==> config.mk <==
export PLATFORM = sky130hd
export DESIGN_NAME = pipe_stage_reg
export DESIGN_NICKNAME = d
export VERILOG_FILES = /design/src/rtl/pipe_stage_reg.sv
export SDC_FILE = /design/constraint.sdc
export NUM_CORES = 1
export LEC_CHECK = 0
export BUFFER_PORTS_ARGS = -buffer_cell sky130_fd_sc_hd__buf_2
export CAP_MARGIN = 20
export CELL_PAD_IN_SITES_DETAIL_PLACEMENT = 1
export CELL_PAD_IN_SITES_GLOBAL_PLACEMENT = 2
export CORE_ASPECT_RATIO = 0.7
export CORE_UTILIZATION = 25
export CTS_BUF_LIST = sky130_fd_sc_hd__clkbuf_2 sky130_fd_sc_hd__clkbuf_4 sky130_fd_sc_hd__clkbuf_8
export CTS_CLUSTER_SIZE = 16
export DETAILED_ROUTE_END_ITERATION = 10
export PLACE_DENSITY = 0.71
export SLEW_MARGIN = 15
export SYNTH_ARGS = -nofsm -noshare
export SYNTH_HDL_FRONTEND = slang
export SYNTH_SLANG_ARGS = --single-unit
==> constraint.sdc <==
create_clock -name clk -period 1.65 [get_ports clk]
set_clock_uncertainty 0.05 [all_clocks]
set_input_delay 0.33 -clock clk [delete_from_list [all_inputs] [get_ports clk]]
set_output_delay 0.33 -clock clk [all_outputs]
set_load 0.05 [all_outputs]
==> src/rtl/pipe_stage_reg.sv <==
// pipe_stage_reg: inter-stage pipeline register with a valid/ready handshake.
// Holds one beat in the main entry and, when SKID=1, a second beat in a skid
// entry so that in_ready comes straight from a flop. Control bits selected by
// KILL_MASK are cleared on bubble beats. Flush drops every held beat. A
// saturating counter records the cycles in which the output is stalled.
module pipe_stage_reg #(
  parameter int                 DATA_W    = 96,
  parameter int                 CTRL_W    = 16,
  parameter logic [CTRL_W-1:0]  KILL_MASK = {CTRL_W{1'b1}},
  parameter bit                 SKID      = 1'b1,
  parameter int                 CNT_W     = 16
) (
  input  logic              clk,
  input  logic              reset,
  input  logic              flush,
  input  logic              in_valid,
  output logic              in_ready,
  input  logic              in_bubble,
  input  logic [DATA_W-1:0] in_data,
  input  logic [CTRL_W-1:0] in_ctrl,
  output logic              out_valid,
  input  logic              out_ready,
  output logic [DATA_W-1:0] out_data,
  output logic [CTRL_W-1:0] out_ctrl,
  output logic [CNT_W-1:0]  stall_cnt
);

  localparam logic [CNT_W-1:0] CNT_MAX = {CNT_W{1'b1}};

  logic              main_valid_r, main_valid_s;
  logic [DATA_W-1:0] main_data_r,  main_data_s;
  logic [CTRL_W-1:0] main_ctrl_r,  main_ctrl_s;
  logic              skid_valid_r, skid_valid_s;
  logic [DATA_W-1:0] skid_data_r,  skid_data_s;
  logic [CTRL_W-1:0] skid_ctrl_r,  skid_ctrl_s;
  logic [CNT_W-1:0]  stall_cnt_r;

  logic              in_ready_s;
  logic              in_fire_s;
  logic              out_fire_s;
  logic [CTRL_W-1:0] in_ctrl_s;

  // Upstream ready: a flop-driven term with a skid entry, else pass-through of downstream ready.
  always_comb begin
    if (SKID) begin
      in_ready_s = ~skid_valid_r;
    end else begin
      in_ready_s = ~main_valid_r | out_ready;
    end
  end

  assign in_fire_s  = in_valid & in_ready_s;
  assign out_fire_s = main_valid_r & out_ready;

  // Bubble beats keep their payload but lose the killable control bits.
  always_comb begin
    if (in_bubble) begin
      in_ctrl_s = in_ctrl & ~KILL_MASK;
    end else begin
      in_ctrl_s = in_ctrl;
    end
  end

  // Next state of the main and skid entries; flush overrides every transfer.
  always_comb begin
    main_valid_s = main_valid_r;
    main_data_s  = main_data_r;
    main_ctrl_s  = main_ctrl_r;
    skid_valid_s = skid_valid_r;
    skid_data_s  = skid_data_r;
    skid_ctrl_s  = skid_ctrl_r;
    if (flush) begin
      main_valid_s = 1'b0;
      main_data_s  = '0;
      main_ctrl_s  = '0;
      skid_valid_s = 1'b0;
      skid_data_s  = '0;
      skid_ctrl_s  = '0;
    end else if (SKID) begin
      if (!main_valid_r) begin
        // Skid is never occupied while main is empty.
        if (in_fire_s) begin
          main_valid_s = 1'b1;
          main_data_s  = in_data;
          main_ctrl_s  = in_ctrl_s;
        end else begin
          main_valid_s = 1'b0;
        end
      end else if (out_fire_s) begin
        if (skid_valid_r) begin
          main_data_s  = skid_data_r;
          main_ctrl_s  = skid_ctrl_r;
          skid_valid_s = 1'b0;
        end else if (in_fire_s) begin
          main_data_s  = in_data;
          main_ctrl_s  = in_ctrl_s;
        end else begin
          main_valid_s = 1'b0;
        end
      end else begin
        // Main is stalled; a new beat can only arrive when skid is empty.
        if (in_fire_s) begin
          skid_valid_s = 1'b1;
          skid_data_s  = in_data;
          skid_ctrl_s  = in_ctrl_s;
        end else begin
          skid_valid_s = skid_valid_r;
        end
      end
    end else begin
      if (in_fire_s) begin
        main_valid_s = 1'b1;
        main_data_s  = in_data;
        main_ctrl_s  = in_ctrl_s;
      end else if (out_fire_s) begin
        main_valid_s = 1'b0;
      end else begin
        main_valid_s = main_valid_r;
      end
    end
  end

  // Entry registers; reset discards any held beat.
  always_ff @(posedge clk or negedge reset) begin
    if (!reset) begin
      main_valid_r <= 1'b0;
      main_data_r  <= '0;
      main_ctrl_r  <= '0;
      skid_valid_r <= 1'b0;
      skid_data_r  <= '0;
      skid_ctrl_r  <= '0;
    end else begin
      main_valid_r <= main_valid_s;
      main_data_r  <= main_data_s;
      main_ctrl_r  <= main_ctrl_s;
      skid_valid_r <= skid_valid_s;
      skid_data_r  <= skid_data_s;
      skid_ctrl_r  <= skid_ctrl_s;
    end
  end

  // Saturating stall counter; survives flush so stalls across redirects still accumulate.
  always_ff @(posedge clk or negedge reset) begin
    if (!reset) begin
      stall_cnt_r <= '0;
    end else if (main_valid_r && !out_ready && (stall_cnt_r != CNT_MAX)) begin
      stall_cnt_r <= stall_cnt_r + {{(CNT_W-1){1'b0}}, 1'b1};
    end else begin
      stall_cnt_r <= stall_cnt_r;
    end
  end

  assign in_ready  = in_ready_s;
  assign out_valid = main_valid_r;
  assign out_data  = main_data_r;
  assign out_ctrl  = main_ctrl_r;
  assign stall_cnt = stall_cnt_r;

endmodule

==> results.py <==
metrics = {
    "timing": {
        "setup_viol": 42,
        "worst_hold_slack_ns": 0.0832,
        "setup_ws_ns": -0.0344,
        "tightestPinTransition_ns": 0.518,
        "tns_ns": -0.546,
        "max_slew_margin": 0.655,
        "final-max-slew-violation-count": 0,
        "hold_violations": 0,
        "min_period_over_period": 1.02,
        "rsz0062_at_grt": "yes",
        "finalCriticalPeriod_ns": 1.68,
        "max_freq_ghz": 0.594,
    },
    "yosys": {
        "avgSynthCellArea_um2": 9.48,
        "ys_ff_latch": 242,
        "ys_types": 32,
        "syn-num-nets": 1252,
        "synth_cells": 1133,
        "synthFlopType": "dfrtp_1",
        "yosysWarningCount": 0,
        "synth.yosys.seq_area_share": 0.564,
        "synth_edf_count": 0,
        "synthesis.area_um2": 10700,
        "synthArstFlopShare": 1.00,
    },
    "power_and_ir_drop": {
        "pwr_density_cell_nw_per_um2": 1010,
        "p_total_w": 0.0168,
        "vdd_ir_drop_max_v": 0.000399,
        "leakagePower_nw": 7.41,
    },
    "worst_setup_path": {
        "start_kind": "register",
        "cpLargestDelayFamily": "buffers and inverters",
        "required_ns": 2.06,
        "crit_buf_inv": 3,
        "arrival_ns": 2.09,
        "crit_fanout": 11,
        "path_class": "register to register",
        "crit_path_top_delay_cell": "dfrtp_2",
        "crit_path_end_kind": "register",
        "cp_cell_sequence": "buf_4 > nand2b_4 > nor2_4 > buf_12 > buf_16 > mux2i_1 > nor2_1",
        "r2r_slack_ns": -0.03,
        "cp_slowest_stage_delay_ns": 0.41,
    },
    "global_routing": {
        "grt_max_degree": 56,
        "track_usage": 0.189,
        "grt_pass1_wl_um": 64800,
        "grt_pass1_vias": 11000,
        "grt_antenna_before_repair": 4,
        "gr-total-overflow": 0,
    },
    "floorplan": {
        "die_height_um": 175,
        "fp-row-count": 63,
        "core_um2": 42300,
        "fp.dieW_um": 250,
        "die-area_um2": 43800,
        "ios": 248,
        "initial_utilization": 0.254,
    },
    "cts": {
        "numCtsBuffers": 44,
        "cts_max_path_buffers": 3,
        "cts_tree": "yes",
        "clkLatencyLatePin_ns": 0.59,
        "cts.htree.levels": 2,
        "cts-root-buf": "clkbuf_8",
        "cts.clk_slew.worst_paths_ns": 0.06,
        "cts.sinks": 242,
    },
    "placed_design": {
        "placed_cells": 1895,
        "dpl-instance-area_um2": 13200,
        "dp_hpwl_um": 24800,
        "place.gp.congestion": 0.772,
        "portBuffers": 247,
    },
    "finish": {
        "area_growth_pct": 53.9,
        "drive_gt1_frac": 0.359,
        "final_cells": 2117,
        "fin_area_um2": 16500,
        "final_nets": 1652,
    },
    "outcome": {
        "violations": "negative setup slack",
        "status": "finished, violations left",
    },
    "detailed_routing": {
        "drcViolationCount": 0,
        "drt-wirelength-per-cell_um": 20.5,
        "wl_um": 43400,
        "vias_per_cell": 4.96,
        "drt_iter0_drc": 541,
        "drtPass1Iterations": 5,
        "route.vias.total": 10500,
        "antenna_left": 0,
    },
    "worst_hold_path": {
        "hold_class": "input port to register",
    },
    "flow_run": {
        "maxCapViolCount": 0,
    },
}
[where the power goes]
part	leakage [nW]	switching (W)	total (W)	internal (W)
clock network	0.487	0.00264	0.00596	0.00332
logic	3.68	0.00256	0.00414	0.00158
registers	3.24	0.000338	0.00665	0.00632
[logic make-up after synthesis]
family	after synthesis	share of synthesized area
buffers and inverters	108	0.0427
and+or+nand+nor	425	0.167
DFF	242	0.564
muxes	19	0.0184
xor gates and xnor gates	13	0.0106
adders and majority gates	1	0.00117
AOI/OAI and AO/OA	325	0.196
[sequential cells by signal (all words and copies together) (netlist names)]
register	flops
skid_valid_r	1
out_data	96
out_valid	1
skid_ctrl_r	16
skid_data_r	96
stall_cnt	16
out_ctrl	16
[synth_stat cells, types with 4 or more instances]
cell type / count / area, µm²
mux2i_1: 15 / 150
buf_2: 36 / 180
xor2_1: 13 / 114
clkbuf_1: 65 / 244
nor2_1: 128 / 480
nand2_1: 205 / 769
o22ai_1: 69 / 432
nand4_1: 4 / 25.0
nor3_1: 48 / 240
nor2b_1: 17 / 106
a221o_1: 42 / 420
dfrtp_1: 242 / 6060
nor4_1: 4 / 25.0
nand3_1: 5 / 25.0
a211oi_1: 70 / 526
a21oi_1: 142 / 711
[area by class of cell]
class | count | area [µm²]
multi-input combinational | 785 | 4730
clock buffer | 73 | 873
sequential | 242 | 6080
tap | 552 | 691
clock inverter | 4 | 23.8
inverter | 2 | 10.0
antenna | 1 | 2.50
fill | 4711 | 25800
timing repair buffer | 458 | 4120
[timing repair]
item	4_1_cts	5_1_grt
setup endpoints to repair	166	226
hold buffers	99	0
gates cloned	6	7
endpoints found under the hold margin	347	0
buffers inserted	22	13
pin swaps	11	23
resized for setup	133	120
[stage by stage]
stage	setup slack (ns)	utilization
floorplan	-0.130	-
global placement	-0.0740	0.312
detailed placement	-0.105	0.312
CTS	-0.0865	0.375
global route	-0.103	0.390
finish	-0.0344	0.390
[layout by cell type (no fill, tap or decap), types with 3 or more instances in the layout]
cell type and count:
dfrtp_1 222, nand2_1 202, buf_2 149, nor2_1 113, a21oi_1 109, buf_4 103
dlygate4sd3_1 99, o22ai_1 69, clkbuf_8 53, a211oi_1 47, clkbuf_4 45, nor3_1 44
a221o_1 42, a21oi_2 33, buf_6 29, buf_12 27, a211oi_2 23, dfrtp_2 20
nor2b_1 15, mux2i_1 15, nor2_2 14, xor2_1 13, buf_8 12, buf_16 7
clkbuf_16 7, nor4_4 5, nand4_1 4, nand3_1 4, and2_4 3, mux2_2 3
clkinv_2 3
[per-layer routing]
metal	wire [µm]	share of wire	vias to the layer above	GRT usage
li1	-	-	4827	-
met1	20500	0.47	5379	0.261
met2	20300	0.47	248	0.304
met3	1970	0.045	52	0.0366
met4	662	0.015	4	0.0437
met5	26	0.00060	-	0
[worst reg2reg max path, cell delays in order (launching register included)]
cell and delay (ns):
dfrtp_2 0.41, buf_4 0.18, nand2b_4 0.18, nor2_4 0.11, buf_12 0.19, buf_16 0.17
mux2i_1 0.22, nor2_1 0.06
[final timing paths]
path,startpoint,to,cells past startpoint
max,skid_valid_r$_DFFE_PN0P_,skid_ctrl_r[2]$_DFFE_PN0P_,7
min,in_valid,skid_valid_r$_DFFE_PN0P_,3
max reg2reg,skid_valid_r$_DFFE_PN0P_,skid_ctrl_r[2]$_DFFE_PN0P_,7
min reg2reg,skid_data_r[42]$_DFFE_PN0P_,skid_data_r[42]$_DFFE_PN0P_,2
max in group asynchronous,reset,out_data[3]$_DFFE_PN0P_,3
min in group asynchronous,reset,skid_data_r[64]$_DFFE_PN0P_,2
Power figures use the tool's default switching activity.
